## config.mk

```make
export PLATFORM = sky130hd
export DESIGN_NAME = data_loader
export DESIGN_NICKNAME = d
export VERILOG_FILES = /design/src/rtl/data_loader_pkg.sv /design/src/rtl/data_loader_regbank.sv /design/src/rtl/data_loader.sv
export SDC_FILE = /design/constraint.sdc
export NUM_CORES = 1
export LEC_CHECK = 0
export ABC_AREA = 1
export BUFFER_PORTS_ARGS = -buffer_cell sky130_fd_sc_hd__buf_4
export CORE_MARGIN = 1
export CORE_UTILIZATION = 50
export DETAILED_ROUTE_END_ITERATION = 8
export PLACE_DENSITY = 0.77
export SLEW_MARGIN = 5
export SYNTH_ARGS = -nofsm -noshare
export SYNTH_HDL_FRONTEND = slang
export SYNTH_SLANG_ARGS = --single-unit
```

## constraint.sdc

```tcl
create_clock -name clk -period 3.9 [get_ports clk]
set_clock_uncertainty 0.2 [all_clocks]
set_input_delay 0.78 -clock clk [delete_from_list [all_inputs] [get_ports clk]]
set_output_delay 0.78 -clock clk [all_outputs]
set_load 0.01 [all_outputs]
```

## src/rtl/data_loader_pkg.sv

```systemverilog
// Shared definitions for the operand loader: FSM encoding and datapath defaults.
// COL_LAST matches the controller's final column compare.
package data_loader_pkg;

  typedef enum logic [1:0] {
    ST_IDLE   = 2'd0,
    ST_FILL   = 2'd1,
    ST_COMMIT = 2'd2
  } loader_state_e;

  localparam int NUM_WORDS_DEF = 8;
  localparam int WORD_W_DEF    = 32;
  localparam int ELEM_W_DEF    = 8;
  localparam logic [4:0] COL_LAST = 5'd28;

endpackage

```

## src/rtl/data_loader_regbank.sv

```systemverilog
// Double-buffered operand storage: fill buffer written word by word, active buffer
// copied on commit (with the last word written through), and the byte-select mux.
module data_loader_regbank
  import data_loader_pkg::*;
#(
  parameter int NUM_WORDS = NUM_WORDS_DEF,
  parameter int WORD_W    = WORD_W_DEF,
  parameter int ELEM_W    = ELEM_W_DEF,
  parameter int PTR_W     = 3
) (
  input  logic              clk,
  input  logic              rst,
  input  logic              wr_en_i,
  input  logic              commit_i,
  input  logic [PTR_W-1:0]  wptr_i,
  input  logic [WORD_W-1:0] wdata_i,
  input  logic [4:0]        col_i,
  output logic [ELEM_W-1:0] byte_o
);

  localparam int BYTES_PER_WORD = WORD_W / ELEM_W;
  localparam int BSEL_W         = $clog2(BYTES_PER_WORD);
  localparam int NUM_BYTES      = NUM_WORDS * BYTES_PER_WORD;

  logic [WORD_W-1:0] fill_q   [NUM_WORDS];
  logic [WORD_W-1:0] active_q [NUM_WORDS];
  logic [PTR_W-1:0]  word_idx_s;
  logic [BSEL_W-1:0] byte_idx_s;
  logic [WORD_W-1:0] word_s;

  assign word_idx_s = PTR_W'(col_i >> BSEL_W);
  assign byte_idx_s = col_i[BSEL_W-1:0];

  // Active buffer only changes on the commit edge, so in-flight fetches read the old vector.
  always_ff @(posedge clk or negedge rst) begin
    if (!rst) begin
      for (int i = 0; i < NUM_WORDS; i++) begin
        fill_q[i]   <= '0;
        active_q[i] <= '0;
      end
    end else begin
      if (wr_en_i) begin
        fill_q[wptr_i] <= wdata_i;
      end
      if (commit_i) begin
        for (int i = 0; i < NUM_WORDS; i++) begin
          active_q[i] <= (PTR_W'(i) == wptr_i) ? wdata_i : fill_q[i];
        end
      end
    end
  end

  always_comb begin
    word_s = active_q[word_idx_s];
    byte_o = '0;
    if (int'(col_i) < NUM_BYTES) begin
      byte_o = word_s[ELEM_W*int'(byte_idx_s) +: ELEM_W];
    end else begin
      byte_o = '0;
    end
  end

endmodule

```

## src/rtl/data_loader.sv

```systemverilog
// Operand loader top: bus write decode, fill pointer, IDLE/FILL/COMMIT sequencing
// and the registered element fetch toward the ALU.
module data_loader
  import data_loader_pkg::*;
#(
  parameter int NUM_WORDS = NUM_WORDS_DEF,
  parameter int WORD_W    = WORD_W_DEF,
  parameter int ELEM_W    = ELEM_W_DEF,
  parameter int PTR_W     = 3
) (
  input  logic              clk,
  input  logic              rst,
  input  logic              load_en,
  input  logic              alu_en,
  input  logic [4:0]        col_count,
  input  logic              psel,
  input  logic              penable,
  input  logic              pwrite,
  input  logic [WORD_W-1:0] pwdata,
  output logic              load_done,
  output logic [ELEM_W-1:0] elem_out,
  output logic              elem_valid,
  output logic              wr_drop,
  output logic [PTR_W:0]    fill_level
);

  loader_state_e     state_q;
  logic [PTR_W-1:0]  wptr_q, wptr_d;
  logic [PTR_W:0]    fill_level_q;
  logic              load_done_q, wr_drop_q, elem_valid_q;
  logic [ELEM_W-1:0] elem_out_q;
  logic [ELEM_W-1:0] byte_s;
  logic              wr_s, accept_s, drop_s, last_s;

  // Writes landing during COMMIT are refused even with load_en still high.
  assign wr_s     = psel & penable & pwrite;
  assign accept_s = wr_s & load_en & (state_q != ST_COMMIT);
  assign drop_s   = wr_s & ~accept_s;
  assign last_s   = accept_s & (wptr_q == PTR_W'(NUM_WORDS - 1));

  always_comb begin
    wptr_d = wptr_q;
    if (last_s) begin
      wptr_d = '0;
    end else if (accept_s) begin
      wptr_d = wptr_q + PTR_W'(1);
    end else begin
      wptr_d = wptr_q;
    end
  end

  always_ff @(posedge clk or negedge rst) begin
    if (!rst) begin
      state_q      <= ST_IDLE;
      wptr_q       <= '0;
      fill_level_q <= '0;
      load_done_q  <= 1'b0;
      wr_drop_q    <= 1'b0;
      elem_valid_q <= 1'b0;
      elem_out_q   <= '0;
    end else begin
      wptr_q       <= wptr_d;
      fill_level_q <= last_s ? (PTR_W+1)'(NUM_WORDS) : {1'b0, wptr_d};
      load_done_q  <= last_s;
      wr_drop_q    <= drop_s;
      elem_valid_q <= alu_en;
      if (alu_en) begin
        elem_out_q <= byte_s;
      end
      case (state_q)
        ST_IDLE:   state_q <= last_s ? ST_COMMIT : (load_en ? ST_FILL : ST_IDLE);
        ST_FILL:   state_q <= last_s ? ST_COMMIT : (load_en ? ST_FILL : ST_IDLE);
        ST_COMMIT: state_q <= ST_IDLE;
        default:   state_q <= ST_IDLE;
      endcase
    end
  end

  data_loader_regbank #(
    .NUM_WORDS (NUM_WORDS),
    .WORD_W    (WORD_W),
    .ELEM_W    (ELEM_W),
    .PTR_W     (PTR_W)
  ) u_regbank (
    .clk      (clk),
    .rst      (rst),
    .wr_en_i  (accept_s),
    .commit_i (last_s),
    .wptr_i   (wptr_q),
    .wdata_i  (pwdata),
    .col_i    (col_count),
    .byte_o   (byte_s)
  );

  assign load_done  = load_done_q;
  assign elem_out   = elem_out_q;
  assign elem_valid = elem_valid_q;
  assign wr_drop    = wr_drop_q;
  assign fill_level = fill_level_q;

endmodule

```

; After elaboration in Yosys (flattened, before gate mapping)
; Index checks and enable logic that the tools add are counted.
[word_totals]
register_bits = 532
input_bits = 44
output_inout_bits = 15
elab_cells = 71
[classes]
add_sub_neg = 1
order_cmp = 3
eq_ne = 10
n_shift = 1
muxes = 20
n_bitwise = 9
reduce_logical = 4
[op_table]
columns = cell, count
row1 = $mux W32, 11
row2 = $bwmux W256, 1
row3 = $bmux W32 S3, 1
row4 = $demux W32 S3, 1
row5 = $shiftx A32 B6 Y8, 1
row6 = $eq A3 B3 Y1 const A, 4
row7 = $ge A4 B4 Y1 const B, 2
row8 = $not A3 Y4, 2
row9 = $and A1 B1 Y1, 6
row10 = $eq A2 B3 Y1 const A, 2
row11 = $mux W3, 2
row12 = $lt A4 B1 Y1 const B, 1
row13 = $mux W2, 2
row14 = $mux W4, 1
row15 = $add A3 B1 Y3 const B, 1
row16 = $eq A1 B3 Y1 const A, 1
row17 = $eq A3 B3 Y1 const B, 1
row18 = $logic_not A3 Y1, 1
row19 = $eq A2 B1 Y1 const B, 1
row20 = $logic_not A2 Y1, 1
row21 = $ne A2 B2 Y1 const B, 1
row22 = $reduce_or A2 Y1, 1
row23 = $logic_and A1 B1 Y1, 1
row24 = $mux W1, 1
row25 = $not A1 Y1, 1

; Depth between registers and ports, before layout
[depth]
depth_word = 7
mapped_depth = 11
ltp_nobuf = 9

; Modules after synthesis
; From an unflattened synthesis, not the netlist that was laid out.
[unflattened]
hier_cells = 2936
hier_area_um2 = 24014.3
[by_module_without_submodules]
columns = module, instances, cells_each, area_each_um2, seq_area_each_um2
row1 = data_loader_regbank, 1, 2880, 23358.7, 12812.3
row2 = data_loader, 1, 56, 655.6, 400.4

; Worst setup path after synthesis
; No wires, ideal clock.
[synth_path]
path_kind = register to register
startpoint = register fill_level[2] (netlist name)
endpoint = register u_regbank.active_q[131] (netlist name)
setup_time_ns = 0.134
arrival_ns = 2.105
required_time_ns = 3.566
slack_ns = 1.461
path_stages_with_launch = 10
path_buffers = 4
period_less_slack_ns = 2.439
path_cell_list = dfrtp_1 inv_1 buf_1 clkbuf_1 ha_1 clkbuf_1 buf_1 nand2_1 o21ai_0 o21ai_0
[synth_rtl]
columns = element, line
row1 = "end signal, assigned by index", data_loader_regbank.sv:47  ; active_q[i] <= (PTR_W'(i) == wptr_i) ? wdata_i : fill_q[i];
row2 = "end, declared", data_loader_regbank.sv:26  ; logic [WORD_W-1:0] active_q [NUM_WORDS];

==> results by group <==
Outcome
  • Status: complete, no violations

Detailed routing
  • Routed WL: 67.0 mm
  • Vias: 20,000
  • Detailed Route Iter0 Violations: 2,605
  • Drt wl/cell: 20.1 um
  • Vias per inst: 6.01
  • 1st-pass router iterations: 9
  • Post-route DRC: 0
  • Antenna-violating nets left: 0

Worst setup path
  • R2R Path Start: fill_level[2]$_DFF_PN0_
  • Reg2Reg Setup Slack: 0.87 ns
  • CP max FO: 104
  • Crit path arrival time: 3.26 ns
  • WS Path Type: reg -> reg
  • Critical Path Sink Type: flip-flop
  • Reg-to-reg endpoint: u_regbank.active_q[147]$_DFFE_PN0P_
  • Crit start category: flip-flop
  • Worst EP required: 4.14 ns
  • FF-to-FF path depth: 6

Placement
  • RD Place Congestion: 0.864
  • Port bufs: 58
  • # placed instances: 3,232
  • HPWL after detailed placement: 36.7 mm

Cells and area
  • Multi-input gate area: 9060 um2
  • Sequential cell area: 12,400 um2
  • Fill cells: 3,918
  • Share of cells above drive strength 1: 7.53%
  • Final net count: 2,744
  • Layout area overhead: 11.3%
  • Fin util: 56.6%
  • Fin cells: 3,327

Power and ir drop
  • Worst VDD drop: 0.000321 V
  • Pleak: 11.2 nW
  • Power per cell area: 724 nW/um2
  • Overall power: 18.1 mW

Run
  • MaxCap Viol Count: 0

Clock tree
  • Num CTS Buffers: 51
  • Sink Count: 496
  • Clock Latency Late Sink: 0.59 ns
  • CTS Root Buffer Type: clkbuf_16
  • CTS clock-pin slew for the worst setup and hold paths: 0.06 ns
  • CTS tree: done
  • Clock buffer depth: 3
  • H-Tree Depth: 2
  • Post_cts resized: 0

STA
  • Final setup vio count: 0
  • Max_slew headroom: 30.0%
  • Final Hold Fails: 0
  • Final TNS setup: 0 ns
  • Final Cycle Share: 77.7%
  • Final min period: 3.03 ns
  • Max Slew Vio Count: 0
  • Fmax: 330 MHz
  • Worst Tran Pin Value: 1.05 ns
  • RSZ-0062 raised after global routing: false
  • Hold slack final: 0.217 ns

GRT
  • GR Util All Layers: 29.5%
  • Largest net degree at the start of global routing: 233
  • Antenna violations before repair: 1
  • First-pass GRT wire length: 107 mm
  • Vias in the first global route: 19,500
  • Grt total ovfl: 0

Floorplan
  • Core area: 44,300 um2
  • Horiz. Die Dim: 214 um
  • Die Y: 214 um
  • Rows: 77
  • Die area: 45,900 um2
  • IO Pins: 59
  • Initial Util: 50.9%

Logic synthesis
  • Yosys top cell by area: dfrtp_1
  • Syn Area/Cell: 8.16 um2
  • FF+latch count, synth: 496
  • Seq/Total Area, Yosys: 55.1%
  • Synth area leaders: dfrtp_1, nand2_1, nand3_1, o21ai_0, a31oi_1
  • Yosys top cell area share: 55.1%
  • Synthesis Warnings: 0
  • Syn_nets: 2,811
  • Synth Cell Area: 22,500 um2
  • Unique masters post-synth: 22
  • Cells after Synth: 2,761

Min path
  • HP Class: in -> reg
  • Min-Delay Startpoint: alu_en
  • Hold depth: 1
  • Hold Crit Endpoint: elem_valid$_DFF_PN0_
layer usage:
| layer | global-route usage, % | routed length [um] | up-vias |
|---|---|---|---|
| met1 | 39.0 | 26400 | 9613 |
| met2 | 47.1 | 31000 | 1079 |
| li1 | - | - | 9116 |
| met3 | 6.33 | 7000 | 201 |
| met5 | 0 | 0 | - |
| met4 | 12.8 | 2590 | 0 |
critical path, stage by stage (launching register included):
cell and delay [ns]:
dfrtp_4 0.43, buf_12 0.45, clkinv_2 0.45, ha_2 0.62
buf_12 0.30, o21ai_0 0.23, o21ai_0 0.13
cell families (layout without fill, tap and decap cells):
family | after synthesis | in the layout | synth area share [%]
simple gates | 1474 | 1474 | 27.2
compound gates | 516 | 516 | 12.6
fa+ha+maj | 6 | 6 | 0.333
buf+inv | 269 | 242 | 4.85
flops | 496 | 496 | 55.1
other cells | 0 | 1 | 0
cells in the mapped netlist:
cell,n
nand2_1,856
a21oi_2,1
dfrtp_1,496
nor2_1,197
nand2_2,2
o21ai_0,287
o31ai_1,1
a31oi_1,192
nand4_4,2
buf_4,4
inv_1,44
o21ai_1,35
clkbuf_1,141
ha_1,6
buf_1,21
nor2_4,2
nor3_1,1
nand3_2,4
inv_2,3
clkinv_1,1
nand3_1,410
buf_2,55
sequential cells by signal, summed over array words and instances, names as in the netlist:
| name | count |
|---|---|
| elem_valid | 1 |
| u_regbank.fill_q | 224 |
| wr_drop | 1 |
| fill_level | 4 |
| elem_out | 8 |
| state_q | 2 |
| u_regbank.active_q | 256 |
final cells by class:
cell class	instances	area share [%]
inverter	48	0.743
clock inverter	16	0.928
sequential	496	49.5
clock buffer	77	6.05
multi-input combinational	1996	36.1
antenna	1	0.00998
tap	592	2.95
timing repair buffer	101	3.71
layout by cell type (no fill, tap or decap), types with 4 or more instances in the layout:
master,netlist,routed
o21ai_1,35,35
buf_12,0,13
clkbuf_16,0,53
a31oi_1,192,192
nand2_2,2,8
inv_1,44,42
clkinv_2,0,10
clkbuf_8,0,10
clkbuf_1,141,14
bufinv_16,0,6
nor2_1,197,197
nand3_1,410,410
ha_2,0,4
o21ai_0,287,287
nand2_1,856,850
nand3_2,4,4
dfrtp_1,496,495
buf_4,4,86
worst max path at each step:
stage / from / end / slack (ns) / cells after the start
global placement: fill_level[2]$_DFF_PN0_ / u_regbank.active_q[147]$_DFFE_PN0P_ / 0.96 / 6
finish: fill_level[2]$_DFF_PN0_ / u_regbank.active_q[147]$_DFFE_PN0P_ / 0.87 / 6
global route: fill_level[2]$_DFF_PN0_ / u_regbank.fill_q[76]$_DFFE_PN0P_ / 0.73 / 6
CTS: fill_level[2]$_DFF_PN0_ / u_regbank.active_q[147]$_DFFE_PN0P_ / 0.94 / 6
detailed placement: load_en / u_regbank.active_q[150]$_DFFE_PN0P_ / 0.93 / 8
floorplan: fill_level[2]$_DFF_PN0_ / u_regbank.active_q[131]$_DFFE_PN0P_ / 1.46 / 9
metrics by stage:
step                      setup slack (ns)  instance area, um2
final                                0.872               25100
after floorplan                       1.46               22500
after CTS                            0.942               25100
after global placement               0.959               23300
after detailed placement             0.934               23300
after global routing                 0.729               25100
what timing repair did:
action                                  CTS  global route
endpoints found under the setup margin    0             0
hold buffers                              1             0
hold endpoints to repair                 40             0
buffers inserted                          0             0
power by group:
group	leakage (nW)	switching, mW	internal (mW)
clock	0.862	2.05	3.07
sequential	6.62	1.04	7.01
combinational	3.70	3.23	1.75
total	11.2	6.31	11.8
No activity file was read; power rests on OpenSTA's default activity.
